### src/rtl/pc_fetch_ras_if.sv
// Fetch-stage control/redirect bundle between hazard/decode/execute and the PC unit.
// master drives the redirect and RAS controls; slave (the PC unit) returns PC and RAS state.
interface pc_fetch_ras_if #(
   parameter int D_WIDTH = 32
);
   logic               Stall;
   logic               PCSrc;
   logic [D_WIDTH-1:0] PCTarget;
   logic               JumpReg;
   logic [D_WIDTH-1:0] Result;
   logic               RetPredict;
   logic               CallPush;
   logic [D_WIDTH-1:0] CallLink;
   logic               RasFlush;
   logic [D_WIDTH-1:0] PC;
   logic [D_WIDTH-1:0] PCPlus4;
   logic               RasValid;
   logic [D_WIDTH-1:0] RasTop;

   modport master (
      output Stall, PCSrc, PCTarget, JumpReg, Result,
             RetPredict, CallPush, CallLink, RasFlush,
      input  PC, PCPlus4, RasValid, RasTop
   );

   modport slave (
      input  Stall, PCSrc, PCTarget, JumpReg, Result,
             RetPredict, CallPush, CallLink, RasFlush,
      output PC, PCPlus4, RasValid, RasTop
   );
endinterface

### src/rtl/pc_fetch_ras.sv
// Fetch PC register with next-PC select (JALR > branch/JAL > RAS return > stall > sequential) and a circular RAS.
// PC updates on the edge after the select; Stall holds PC but any redirect overrides it; outputs are registered-state only.
module pc_fetch_ras #(
   parameter int                 D_WIDTH      = 32,
   parameter logic [D_WIDTH-1:0] RESET_VECTOR = '0,
   parameter int                 INSTR_BYTES  = 4,
   parameter int                 RAS_DEPTH    = 4
) (
   input  logic          CLK,
   input  logic          rst,
   pc_fetch_ras_if.slave bus
);
   localparam int PW = $clog2(RAS_DEPTH);
   localparam int CW = $clog2(RAS_DEPTH + 1);

   logic [D_WIDTH-1:0] pc;
   logic [D_WIDTH-1:0] pc_next;
   logic [D_WIDTH-1:0] pc_plus;
   logic [PW-1:0]      ptr;
   logic [PW-1:0]      ptr_dec;
   logic [CW-1:0]      cnt;
   logic [D_WIDTH-1:0] entries [RAS_DEPTH];
   logic               ras_valid;
   logic [D_WIDTH-1:0] ras_top;
   logic               exec_redir;
   logic               ret_redir;
   logic               pop;

   assign pc_plus    = pc + D_WIDTH'(INSTR_BYTES);
   assign ptr_dec    = ptr - PW'(1);
   assign ras_valid  = (cnt != '0);
   assign ras_top    = ras_valid ? entries[ptr_dec] : '0;
   assign exec_redir = bus.JumpReg | bus.PCSrc;
   assign ret_redir  = bus.RetPredict & ras_valid & ~exec_redir;
   // A stalled decode re-presents the same return next cycle, so only pop once it advances.
   assign pop        = ret_redir & ~bus.Stall;

   always_comb begin
      pc_next = pc_plus;
      if (bus.JumpReg)
         pc_next = bus.Result & ~D_WIDTH'(1);
      else if (bus.PCSrc)
         pc_next = bus.PCTarget;
      else if (ret_redir)
         pc_next = ras_top;
      else if (bus.Stall)
         pc_next = pc;
   end

   always_ff @(posedge CLK or posedge rst) begin
      if (rst)
         pc <= RESET_VECTOR;
      else
         pc <= pc_next;
   end

   always_ff @(posedge CLK or posedge rst) begin
      if (rst) begin
         ptr <= '0;
         cnt <= '0;
         for (int i = 0; i < RAS_DEPTH; i++)
            entries[i] <= '0;
      end else if (bus.RasFlush) begin
         ptr <= '0;
         cnt <= '0;
      end else if (bus.CallPush && pop) begin
         // Return consumed the top while a call refills it: replace in place.
         entries[ptr_dec] <= bus.CallLink;
      end else if (bus.CallPush) begin
         entries[ptr] <= bus.CallLink;
         ptr          <= ptr + PW'(1);
         if (cnt != CW'(RAS_DEPTH))
            cnt <= cnt + CW'(1);
      end else if (pop) begin
         ptr <= ptr_dec;
         cnt <= cnt - CW'(1);
      end
   end

   assign bus.PC       = pc;
   assign bus.PCPlus4  = pc_plus;
   assign bus.RasValid = ras_valid;
   assign bus.RasTop   = ras_top;
endmodule

### src/flat_wrapper.sv
// flat-port wrapper written by rule: the top's interface ports become plain ports
module pc_fetch_ras_flat 
#(
   parameter int                 D_WIDTH      = 32,
   parameter logic [D_WIDTH-1:0] RESET_VECTOR = '0,
   parameter int                 INSTR_BYTES  = 4,
   parameter int                 RAS_DEPTH    = 4
)
  (CLK, rst, bus_Stall, bus_PCSrc, bus_PCTarget, bus_JumpReg, bus_Result, bus_RetPredict, bus_CallPush, bus_CallLink, bus_RasFlush, bus_PC, bus_PCPlus4, bus_RasValid, bus_RasTop);
  pc_fetch_ras_if #(.D_WIDTH(D_WIDTH)) bus_i ();
  input  logic CLK;
  input  logic rst;
  input wire logic [$bits(bus_i.Stall)-1:0] bus_Stall;
  input wire logic [$bits(bus_i.PCSrc)-1:0] bus_PCSrc;
  input wire logic [$bits(bus_i.PCTarget)-1:0] bus_PCTarget;
  input wire logic [$bits(bus_i.JumpReg)-1:0] bus_JumpReg;
  input wire logic [$bits(bus_i.Result)-1:0] bus_Result;
  input wire logic [$bits(bus_i.RetPredict)-1:0] bus_RetPredict;
  input wire logic [$bits(bus_i.CallPush)-1:0] bus_CallPush;
  input wire logic [$bits(bus_i.CallLink)-1:0] bus_CallLink;
  input wire logic [$bits(bus_i.RasFlush)-1:0] bus_RasFlush;
  output wire logic [$bits(bus_i.PC)-1:0] bus_PC;
  output wire logic [$bits(bus_i.PCPlus4)-1:0] bus_PCPlus4;
  output wire logic [$bits(bus_i.RasValid)-1:0] bus_RasValid;
  output wire logic [$bits(bus_i.RasTop)-1:0] bus_RasTop;
  assign bus_i.Stall = bus_Stall;
  assign bus_i.PCSrc = bus_PCSrc;
  assign bus_i.PCTarget = bus_PCTarget;
  assign bus_i.JumpReg = bus_JumpReg;
  assign bus_i.Result = bus_Result;
  assign bus_i.RetPredict = bus_RetPredict;
  assign bus_i.CallPush = bus_CallPush;
  assign bus_i.CallLink = bus_CallLink;
  assign bus_i.RasFlush = bus_RasFlush;
  assign bus_PC = bus_i.PC;
  assign bus_PCPlus4 = bus_i.PCPlus4;
  assign bus_RasValid = bus_i.RasValid;
  assign bus_RasTop = bus_i.RasTop;
  pc_fetch_ras #(.D_WIDTH(D_WIDTH), .RESET_VECTOR(RESET_VECTOR), .INSTR_BYTES(INSTR_BYTES), .RAS_DEPTH(RAS_DEPTH)) u_core (.CLK(CLK), .rst(rst), .bus(bus_i));
endmodule
### config.mk
export PLATFORM = sky130hd
export DESIGN_NAME = pc_fetch_ras_flat
export DESIGN_NICKNAME = d
export VERILOG_FILES = /design/src/rtl/pc_fetch_ras_if.sv /design/src/rtl/pc_fetch_ras.sv /design/src/flat_wrapper.sv
export SDC_FILE = /design/constraint.sdc
export NUM_CORES = 1
export LEC_CHECK = 0
export CAP_MARGIN = 5
export CORE_ASPECT_RATIO = 0.7
export CORE_MARGIN = 2
export CORE_UTILIZATION = 47
export DETAILED_ROUTE_END_ITERATION = 10
export DONT_BUFFER_PORTS = 1
export PLACE_DENSITY = 0.68
export SLEW_MARGIN = 20
export SYNTH_ARGS = -nofsm -noshare
export SYNTH_HDL_FRONTEND = slang
export SYNTH_SLANG_ARGS = --single-unit
### constraint.sdc
create_clock -name CLK -period 4.85 [get_ports CLK]
set_input_delay 0.7275 -clock CLK [delete_from_list [all_inputs] [get_ports CLK]]
set_output_delay 0.7275 -clock CLK [all_outputs]
set_load 0.01 [all_outputs]
# Word-level counts from Yosys, hierarchy flattened
# Cells that the tools add are included.
dict set report op_classes {
  n_lt_le_gt_ge 4
  muxes 25
  eq_ne 4
  addsub 5
  reduce_logical 9
  n_bitwise 9
}
# cell count
set ops {}
lappend ops {{two-way mux 32 bit} 9}
lappend ops {{bitwise mux 128 bit} 2}
lappend ops {{two-way mux 128 bit} 2}
lappend ops {{demux 32 bit (select 2 bit)} 2}
lappend ops {{binary-select mux 32 bit (select 2 bit)} 1}
lappend ops {{adder 32 x 3 -> 32 bit (second input constant)} 1}
lappend ops {{two-way mux 3 bit} 5}
lappend ops {{two-way mux 2 bit} 4}
lappend ops {{>= comparator 3 bit (second input constant)} 2}
lappend ops {{less-than comparator 3 x 1 -> 1 bit (second input constant)} 2}
lappend ops {{inverter 2 -> 3 bit} 2}
lappend ops {{nonzero test 3 bit} 2}
lappend ops {{inequality test 4 x 1 -> 1 bit (second input constant)} 1}
lappend ops {{AND reduction 2 bit} 2}
lappend ops {{adder 3 x 1 -> 3 bit (second input constant)} 1}
lappend ops {{AND 1 bit} 3}
lappend ops {{logical AND 1 bit} 3}
lappend ops {{inequality test 3 x 1 -> 1 bit (second input constant)} 1}
lappend ops {{inequality test 3 bit (second input constant)} 1}
lappend ops {{inverter 1 bit} 3}
lappend ops {{AND reduction 3 bit} 1}
lappend ops {{subtractor 3 x 1 -> 3 bit (second input constant)} 1}
lappend ops {{adder 2 x 1 -> 2 bit (second input constant)} 1}
lappend ops {{inequality test 2 bit (second input constant)} 1}
lappend ops {{other kinds (3)} 3}
dict set report word_totals {
  wordCells 63
  ff_bits 165
}

# Logic depth before layout (Yosys ltp)
# Gate-level depths: netlist of run 1.
dict set report logic_depth {
  ltp_word 9
  depth_mapped 11
  mapped_depth_nobuf 7
}

# Least setup slack after synthesis of run 1
# OpenSTA, ideal clock, no wires.
dict set report synth_timing {
  kind {register -> output}
  startpoint {reg u_core.ptr[0]}
  endpoint {out bus_RasTop[15]}
  t_arrival_ns 2.747
  required_ns 4.123
  path_slack_ns 1.375
  path_stages_with_launch 9
  path_cell_list {dfrtp_1 clkbuf_1 clkbuf_1 inv_1 ha_1 clkbuf_1 buf_2 mux4_2 and2_1}
}
dict set report synth_between {
  elab_chain_len 6
}
# item line
set synth_rtl {}
lappend synth_rtl {{from (decl)} pc_fetch_ras.sv:19} ;# logic [PW-1:0] ptr;
lappend synth_rtl {{from (signal assigned)} pc_fetch_ras.sv:71} ;# ptr <= ptr + PW'(1);
lappend synth_rtl {{from (signal assigned)} pc_fetch_ras.sv:75} ;# ptr <= ptr_dec;
lappend synth_rtl {{subtractor 2 x 1 -> 2 bit} pc_fetch_ras.sv:30} ;# assign ptr_dec = ptr - PW'(1);
lappend synth_rtl {{inverter 2 -> 3 bit (not written as such)} pc_fetch_ras.sv:32} ;# assign ras_top = ras_valid ? entries[ptr_dec] : '0;
lappend synth_rtl {{binary-select mux 32 bit (select 2 bit)} pc_fetch_ras.sv:32}
lappend synth_rtl {{two-way mux 32 bit (not written as such) (2 in a row)} pc_fetch_ras.sv:32}
lappend synth_rtl {{two-way mux 32 bit} pc_fetch_ras.sv:32}
lappend synth_rtl {{to (decl)} flat_wrapper.sv:25} ;# output wire logic [$bits(bus_i.RasTop)-1:0] bus_RasTop;
# No other way between the ends. The select of a mux whose other input is x is not followed.

# Final worst setup path of run 1
dict set report layout_timing {
  startpoint {reg u_core.ptr[1]}
  endpoint {out bus_RasTop[24]}
}
# Same word-level chain as after synthesis.

==> metrics.csv, run 1 <==
metric,value,unit
status,"finished, final reports clean",
synth-async-reset-ratio,100.0,%
whs,0.3540,ns
synth-main-ff-cell,dfrtp_1,
leakage,3.852,nW
max_cap_violations,0,
syn_area,0.008900,mm2
tns,0,ns
port_buffers,0,
crit_start,u_core.ptr[1]$_DFFE_PP0P_,
synth.distinct_cells,67,
ioPinCount,201,
final_nets,825,
clk_path_buf_depth,2,
ys_warn_count,0,
relSlewSlack,30.13,%
synthCells,734,
min_period,3.593,ns
first_global_vias,6410,
timing.fmax,0.2783,GHz
fin_cells,969,
placed_cells,937,
grt_usage,25.60,%
max_slew.worst_pin.slew,1.048,ns
clockRootBuffer,clkbuf_16,
startpoint_type,flop,
setup_viol,0,
routed_wirelength,25.56,mm
clock-sinks,165,
die_x,168.5,um
num_vias,6425,
antenna_found_initial,0,
regArea,0.004129,mm2
finalWeightedCongestion,0.8982,
hp-class,in2reg,
ctsHoldBuffers,0,
antenna_cells,0,
rows,42,
ir_worst_vdd,0.2603,mV
powerDensity,508.9,mW/mm2
grt_setup_unrepaired,no,
path_clk_slew,0.07,ns
ant_nets,0,
clock_latency,0.43,ns
grt_max_degree,166,
required,4.12,ns
synth_edf_count,0,
dr.pass1.iters,5,
core,0.01871,mm2
dp_hpwl,18.12,mm
die_h,119.1,um
cts.repair.resized,0,
cts-buffers-inserted,17,
die_area,0.02007,mm2
hold_violations,0,
tritoncts,done,
cp_max_fo,15,
area_delta_synth_final,9.026,%
drtIter0Drc,603,
post_cts_buffers,0,
worstPathArrival,2.87,ns
post-route-period-util,74.08,%
hp-start,bus_RasFlush,
fill_cells,1546,
critPathKind,reg2out,
htreeDepth,4,
multi_input_area,0.004538,mm2
wl_per_cell,26.38,um
overflow,0,
avgViaCountPerCell,6.631,
syn_nets,845,
slew_violations,0,
drc,0,
worst_setup_path_end_kind,output pin,
avgSynthCellArea,12.13,um2
grt_pass1_wl,38.75,mm
skew,0.008694,ns
synth_seq_area_share,46.39,%
drive_gt1_share,30.12,%
initial_core_util,47.57,%
rr_startpoint,u_core.ptr[1]$_DFFE_PP0P_,
fin_util,51.87,%
ys_seq_elements,165,
final cells by class:
cell class	count	area share, %
flip-flops and latches	165	42.55
inverters	13	0.5416
repair buffers	10	0.9026
multi-input cells	507	46.77
clock buffers	18	4.526
clock inverters	14	1.586
well taps	242	3.121
where the power goes:
| part | leakage, nW | switching, mW | total (mW) | internal [mW] |
|---|---|---|---|---|
| Clock | 0.290 | 0.648 | 1.35 | 0.706 |
| Combinational | 1.56 | 0.666 | 1.41 | 0.745 |
| Sequential | 2.00 | 0.324 | 2.17 | 1.85 |
cells in the mapped netlist, types with 12 or more instances:
| cell | number | area, um2 |
|---|---|---|
| nand2_1 | 36 | 135.1 |
| mux2_2 | 120 | 1351 |
| mux4_2 | 32 | 720.7 |
| a221oi_1 | 15 | 131.4 |
| nand2b_1 | 15 | 93.84 |
| o21ai_0 | 20 | 100.1 |
| dfrtp_1 | 165 | 4129 |
| a21oi_1 | 21 | 105.1 |
| nor2_1 | 23 | 86.33 |
| nor3_1 | 13 | 65.06 |
| nand4_1 | 12 | 75.07 |
| xnor2_1 | 16 | 140.1 |
| clkbuf_1 | 26 | 97.59 |
| buf_2 | 20 | 100.1 |
| and2_1 | 34 | 212.7 |
metal layers:
layer | wire (um) | track usage, %
met5 | 0 | 0
met2 | 11700 | 39.56
met4 | 560 | 7.381
met1 | 10750 | 34.08
met3 | 2555 | 9.372
worst max-delay path: stages, from the launching register on:
cell and delay (ns):
dfrtp_1 0.41, inv_1 0.11, ha_2 0.66, buf_4 0.40, mux4_2 0.63, and2_1 0.23
layout by cell type, fill, tap and decap left out, types with 9 or more instances in the layout:
master       n
a21oi_1     21
nand2_1     36
mux4_2      32
nand4_1     12
o31ai_1     11
inv_1       10
o22ai_1     11
nor3_1      13
a221oi_1    15
mux2_2     120
nor2_1      23
buf_4        9
and2_1      34
clkbuf_16   17
dfrtp_1    165
xnor2_1     16
xor2_1      11
a32o_1      10
o21ai_0     20
nand2b_1    15
cells by family (layout without fill, tap and decap cells):
kind of cell / Yosys count / count (layout) / share of synthesized area [%]
flip-flops: 165 / 165 / 46.39
multiplexers: 162 / 162 / 24.52
adder cells (fa/ha/maj): 7 / 7 / 1.068
AND/OR/NAND/NOR: 167 / 167 / 10.35
XOR/XNOR: 27 / 27 / 2.657
buffers and inverters: 62 / 55 / 2.980
AO/OA/AOI/OAI: 144 / 144 / 12.03
flip-flops by register name, indices dropped and copies added, names as in the netlist:
register,cells
u_core.bus.PC,32
u_core.cnt,3
u_core.entries,128
u_core.ptr,2
metrics by stage:
stage | instance area, um2 | power, mW | setup slack [ns]
finish | 9703 | 4.938 | 1.257
global route | 9703 | 5.176 | 1.092
CTS | 9703 | 4.957 | 1.200
detailed placement | 9110 | 3.595 | 1.675
global placement | 9110 | 3.492 | 1.728
floorplan | 8904 | 3.206 | 1.375
path summary, 6_finish.rpt:
| check | slack [ns] | end | cells past startpoint |
|---|---|---|---|
| setup / recovery | 1.26 | bus_RasTop[24] | 5 |
| hold / removal | 0.35 | u_core.cnt[1]$_DFFE_PP0P_ | 1 |
| setup reg to reg | 1.69 | u_core.bus.PC[20]$_DFFE_PP0P_ | 7 |
| hold reg to reg | 0.48 | u_core.entries[37]$_DFFE_PP0P_ | 1 |
| max in group asynchronous | 3.78 | u_core.bus.PC[8]$_DFFE_PP0P_ | 2 |
| min in group asynchronous | 0.44 | u_core.entries[27]$_DFFE_PP0P_ | 2 |
(Power assumes the default switching activity.)
==> run 2, diff against run 1 <==
==> constraint.sdc (replaced) <==
create_clock -name CLK -period 3.1 [get_ports CLK]
set_input_delay 0.465 -clock CLK [delete_from_list [all_inputs] [get_ports CLK]]
set_output_delay 0.465 -clock CLK [all_outputs]
set_load 0.01 [all_outputs]
==> run 2 against run 1 <==
Effect of this change:
- register-to-register slack worse by 1.2 ns
- flip-flop and latch count did not move
- sequential share of layout area shrank 0.82 points
- combinational power increased by 62%
- critical path depth decreased by 1
- count of clock-buffer cells in the layout fell by 1
- clock power up 53%
- largest cell class unchanged
- cell count grew 2.2%
- non-clock buffer count is 20 higher
- worst hold slack worse by 0.25 ns
==> metrics.csv, run 2 (same netlist as run 1, synthesis figures left out) <==
metric,value,unit
fin_cells,990,
core,0.01871,mm2
slew_violations,0,
die_area,0.02007,mm2
grt_setup_unrepaired,no,
area_delta_synth_final,11.18,%
max_cap_violations,0,
first_global_vias,6790,
tns,0,ns
path_clk_slew,0.07,ns
drive_gt1_share,31.86,%
ir_worst_vdd,0.4165,mV
final_nets,845,
timing.fmax,0.3314,GHz
startpoint_type,flop,
clk_path_buf_depth,2,
required,2.63,ns
die_h,119.1,um
setup_viol,0,
grtUsageMet1,34.94,%
min_period,3.017,ns
crit_chain,nand4_4 > or3_4 > or4_4 > xnor2_1,
post-route-period-util,97.33,%
path_buf_inv,0,
routed_wirelength,25.88,mm
final_cell_mix,"165 x dfrtp_1, 120 x mux2_2, 36 x nand2_1, 34 x and2_1, 32 x mux4_2",
grt.busiest_layer,met2,
pre_cts_ws,0.4445,ns
status,"finished, final reports clean",
ant_nets,0,
layout_commonest_cell,dfrtp_1,
drtIter0Drc,607,
worst_setup_path_end_kind,output pin,
largest_register_ffs,128,
cp_max_fo,7,
hp-class,in2reg,
initial_core_util,47.57,%
use_met2,40.43,%
regMostFlops,u_core.entries,
max_slew.worst_pin.slew,0.8692,ns
num_vias,6466,
dp_hpwl,18.97,mm
whs,0.09954,ns
ioPinCount,201,
skew,0.01106,ns
htreeDepth,4,
avgViaCountPerCell,6.531,
wl_per_cell,26.14,um
clockRootBuffer,clkbuf_16,
finalWorstSetupSlack,0.08284,ns
powerDensity,782.6,mW/mm2
groute.layer.met3.usage,9.571,%
placed_cells,956,
port_buffers,0,
antenna_found_initial,1,
worstPathArrival,2.55,ns
fill_cells,1575,
cpPeakStageDelay,0.60,ns
crit_family,simple AND/OR/NAND/NOR gates,
cts-buffers-inserted,17,
grt_pass1_wl,40.08,mm
worst_path_max_delay_cell,dfrtp_1,
critPathKind,reg2out,
clock-sinks,165,
finalWeightedCongestion,0.8862,
grt_max_degree,63,
leakage,3.962,nW
overflow,0,
grt_usage,26.48,%
clock_latency,0.43,ns
rows,42,
relSlewSlack,41.84,%
die_x,168.5,um
drc,0,
tritoncts,done,
dr.pass1.iters,6,
regToRegSetupSlack,0.45,ns
hold_violations,0,
run 2: changes by cell type in the layout (fill, tap and decap cells not counted), moves of 2 or more:
cell / change
buf_12: +2
buf_4: +15
buf_6: +2
clkinv_8: +2
inv_8: -3
run 2: report_power, final:
group	internal, mW	switching [mW]
clock network	1.08	0.995
logic	1.22	1.06
registers	2.89	0.493
run 2: metal layers:
layer / part of all wire, % / vias up
li1: - / 2791
met1: 42 / 3330
met2: 46 / 302
met3: 9.7 / 43
met4: 2.4 / 0
met5: 0 / -
run 2: worst paths after layout:
| kind | startpoint | to | cells after the start |
|---|---|---|---|
| max | u_core.bus.PC[10]$_DFFE_PP0P_ | bus_PCPlus4[30] | 4 |
| min | bus_RasFlush | u_core.cnt[0]$_DFFE_PP0P_ | 1 |
| max reg2reg | u_core.ptr[1]$_DFFE_PP0P_ | u_core.bus.PC[4]$_DFFE_PP0P_ | 8 |
| min reg2reg | u_core.entries[113]$_DFFE_PP0P_ | u_core.entries[113]$_DFFE_PP0P_ | 1 |
| max in group asynchronous | rst | u_core.entries[8]$_DFFE_PP0P_ | 3 |
| min in group asynchronous | rst | u_core.entries[27]$_DFFE_PP0P_ | 2 |
run 2: worst register-to-register path: cells and delay by family (launching register included):
family,cells,cell delay (ns)
AO/OA/AOI/OAI,2,0.64
adder cells (fa/ha/maj),1,0.38
buffers and inverters,2,0.32
flip-flops,1,0.41
multiplexers,1,0.60
AND/OR/NAND/NOR,2,0.17
run 2: final cells by class:
type                    instances  area (um2)  share of cell area, %
well taps                     242       302.8                  3.060
clock buffers                  17       425.4                  4.299
diodes                          1       2.502                0.02529
multi-input cells             507        4544                  45.93
clock inverters                15       165.2                  1.669
flip-flops and latches        165        4129                  41.73
inverters                      13       52.55                 0.5311
repair buffers                 30       272.8                  2.757
run 2: stage by stage:
step / total power, mW / utilization [%] / cell area [um2]
4_1_cts: 7.779 / 52.82 / 9882
2_1_floorplan: 5.021 / - / 8910
3_3_place_gp: 5.512 / 49.59 / 9278
5_1_grt: 8.144 / 52.89 / 9894
3_5_place_dp: 5.684 / 49.59 / 9278
6_report: 7.744 / 52.89 / 9894
run 2: what timing repair did:
action | in CTS | in global routing
gates resized for setup | 1 | 2
setup buffers | 0 | 0
endpoints found under the setup margin | 7 | 8
endpoints found under the hold margin | 6 | 0
hold buffers | 1 | 0
==> run 3, diff against run 2 <==
--- a/config.mk
+++ b/config.mk
@@ -12,6 +12,7 @@
 export DETAILED_ROUTE_END_ITERATION = 10
 export DONT_BUFFER_PORTS = 1
 export PLACE_DENSITY = 0.68
+export SETUP_SLACK_MARGIN = 0.2
 export SLEW_MARGIN = 20
 export SYNTH_ARGS = -nofsm -noshare
 export SYNTH_HDL_FRONTEND = slang
==> run 3 against run 2 <==
Effect of this change:
- count of clock-buffer cells in the layout stayed put
- register-to-register slack worse by 0.05 ns
- non-clock buffer count shrank 4
- worst hold slack gained 0.0013 ns
- core utilization grew 0.37 points
- via count up 1.2%
- die area stayed put
- sequential share of layout area shrank 0.11 points
- setup slack improved by 0.22 ns
- clock power is essentially flat
- critical path type unchanged
==> metrics.csv, run 3 (same netlist as run 1, synthesis figures left out) <==
metric,value,unit
required,2.63,ns
hp-start,bus_RasFlush,
relSlewSlack,36.73,%
dp_hpwl,18.50,mm
ioPinCount,201,
ctsHoldBuffers,0,
overflow,0,
largest_register_ffs,128,
port_buffers,0,
cpPeakStageDelay,0.49,ns
die_x,168.5,um
drc,0,
worst_path_max_delay_cell,or3_1,
tritoncts,done,
antenna_cells,0,
slew_violations,0,
core,0.01871,mm2
cp_max_fo,6,
regMostFlops,u_core.entries,
worst_setup_path_end_kind,output pin,
initial_core_util,47.57,%
ir_worst_vdd,0.4376,mV
finalWeightedCongestion,0.9221,
grt_pass1_wl,39.63,mm
placed_cells,951,
crit_chain,ha_1 > nand3_2 > or3_1 > nor3_1 > xor2_1,
regToRegSetupSlack,0.40,ns
ant_nets,0,
grt_setup_unrepaired,yes,
antenna_found_initial,0,
path_clk_slew,0.07,ns
die_area,0.02007,mm2
clockRootBuffer,clkbuf_16,
post-route-period-util,90.23,%
final_cell_mix,"151 x dfrtp_1, 120 x mux2_2, 35 x nand2_1, 33 x and2_1, 32 x mux4_2",
die_h,119.1,um
min_period,2.797,ns
setup_viol,0,
grt_max_degree,166,
startpoint_type,flop,
holdPathStages,1,
final_nets,841,
clock_latency,0.43,ns
wl_per_cell,26.30,um
rows,42,
ff2ff_path_depth,7,
min_to,u_core.cnt[0]$_DFFE_PP0P_,
cts-buffers-inserted,17,
path_buf_inv,0,
clk_path_buf_depth,2,
hold_violations,0,
timing.fmax,0.3575,GHz
powerDensity,785.3,mW/mm2
area_delta_synth_final,11.95,%
rr_startpoint,u_core.ptr[1]$_DFFE_PP0P_,
num_vias,6543,
tns,0,ns
fin_cells,985,
worstPathArrival,2.33,ns
dr.pass1.iters,7,
crit_family,simple AND/OR/NAND/NOR gates,
routed_wirelength,25.91,mm
htreeDepth,4,
skew,0.009410,ns
layout_commonest_cell,dfrtp_1,
max_slew.worst_pin.slew,0.9403,ns
status,"finished, final reports clean",
hp-class,in2reg,
avgViaCountPerCell,6.643,
first_global_vias,6546,
r2r_end,u_core.bus.PC[20]$_DFFE_PP0P_,
leakage,3.966,nW
max_cap_violations,0,
drive_gt1_share,34.59,%
clock-sinks,165,
critPathKind,reg2out,
grt_usage,26.14,%
drtIter0Drc,607,
==> run 3: changes by cell type in the layout (fill, tap and decap cells not counted), moves of 2 or more <==
| cell | before | now |
|---|---|---|
| buf_6 | 2 | 0 |
| xnor2_2 | 0 | 2 |
| buf_12 | 3 | 6 |
| dfrtp_2 | 0 | 14 |
| clkinv_4 | 2 | 0 |
| clkinv_8 | 4 | 0 |
| inv_6 | 2 | 5 |
| buf_4 | 24 | 19 |
| xnor2_1 | 16 | 14 |
| dfrtp_1 | 165 | 151 |
==> run 3: layer usage <==
metal | track usage [%] | vias up | share of wire (%)
li1 | - | 2783 | -
met1 | 34.38 | 3362 | 40
met2 | 39.94 | 355 | 46
met3 | 9.937 | 43 | 11
met4 | 8.890 | 0 | 2.3
met5 | 0 | - | 0
==> run 3: worst max-delay path by stage <==
| stage | from | end | slack (ns) | cells past startpoint |
|---|---|---|---|---|
| after global routing | u_core.bus.PC[18]$_DFFE_PP0P_ | bus_PCPlus4[29] | 0.19 | 4 |
| after global placement | u_core.ptr[1]$_DFFE_PP0P_ | u_core.bus.PC[20]$_DFFE_PP0P_ | 0.42 | 7 |
| after detailed placement | u_core.ptr[1]$_DFFE_PP0P_ | u_core.bus.PC[20]$_DFFE_PP0P_ | 0.40 | 7 |
| after CTS | u_core.bus.PC[9]$_DFFE_PP0P_ | bus_PCPlus4[30] | 0.18 | 4 |
| final | u_core.bus.PC[2]$_DFFE_PP0P_ | bus_PCPlus4[16] | 0.30 | 5 |
| after floorplan | u_core.ptr[0]$_DFFE_PP0P_ | u_core.bus.PC[23]$_DFFE_PP0P_ | 0.23 | 10 |
==> run 3: area by class of cell <==
type,instances,area [um2]
well taps,242,302.8
repair buffers,26,295.3
multi-input cells,507,4586
inverters,13,52.55
fillers,1567,8745
clock buffers,17,425.4
clock inverters,15,155.1
flip-flops and latches,165,4146
==> run 3: through the flow <==
step	instance area (um2)	worst slack, ns	utilization (%)	power, mW	hold slack (ns)
2_1_floorplan	8910	0.2289	-	5.020	0.4524
3_3_place_gp	9278	0.4221	49.59	5.510	0.4613
3_5_place_dp	9278	0.4035	49.59	5.696	0.4778
4_1_cts	9915	0.1754	53.00	7.838	0.08238
5_1_grt	9963	0.1914	53.26	8.178	0.08736
6_report	9963	0.3028	53.26	7.824	0.1008
==> run 3: report_power, final <==
group	total [mW]	switching [mW]	internal [mW]
Combinational	2.33	1.08	1.25
Clock	2.10	0.952	1.14
Sequential	3.40	0.502	2.90
==> run 3: repair_timing <==
item | in CTS | in global routing
setup buffers | 0 | 1
pin swaps | 0 | 1
gates resized for setup | 9 | 15
cloned | 1 | 0
setup endpoints to repair | 9 | 18
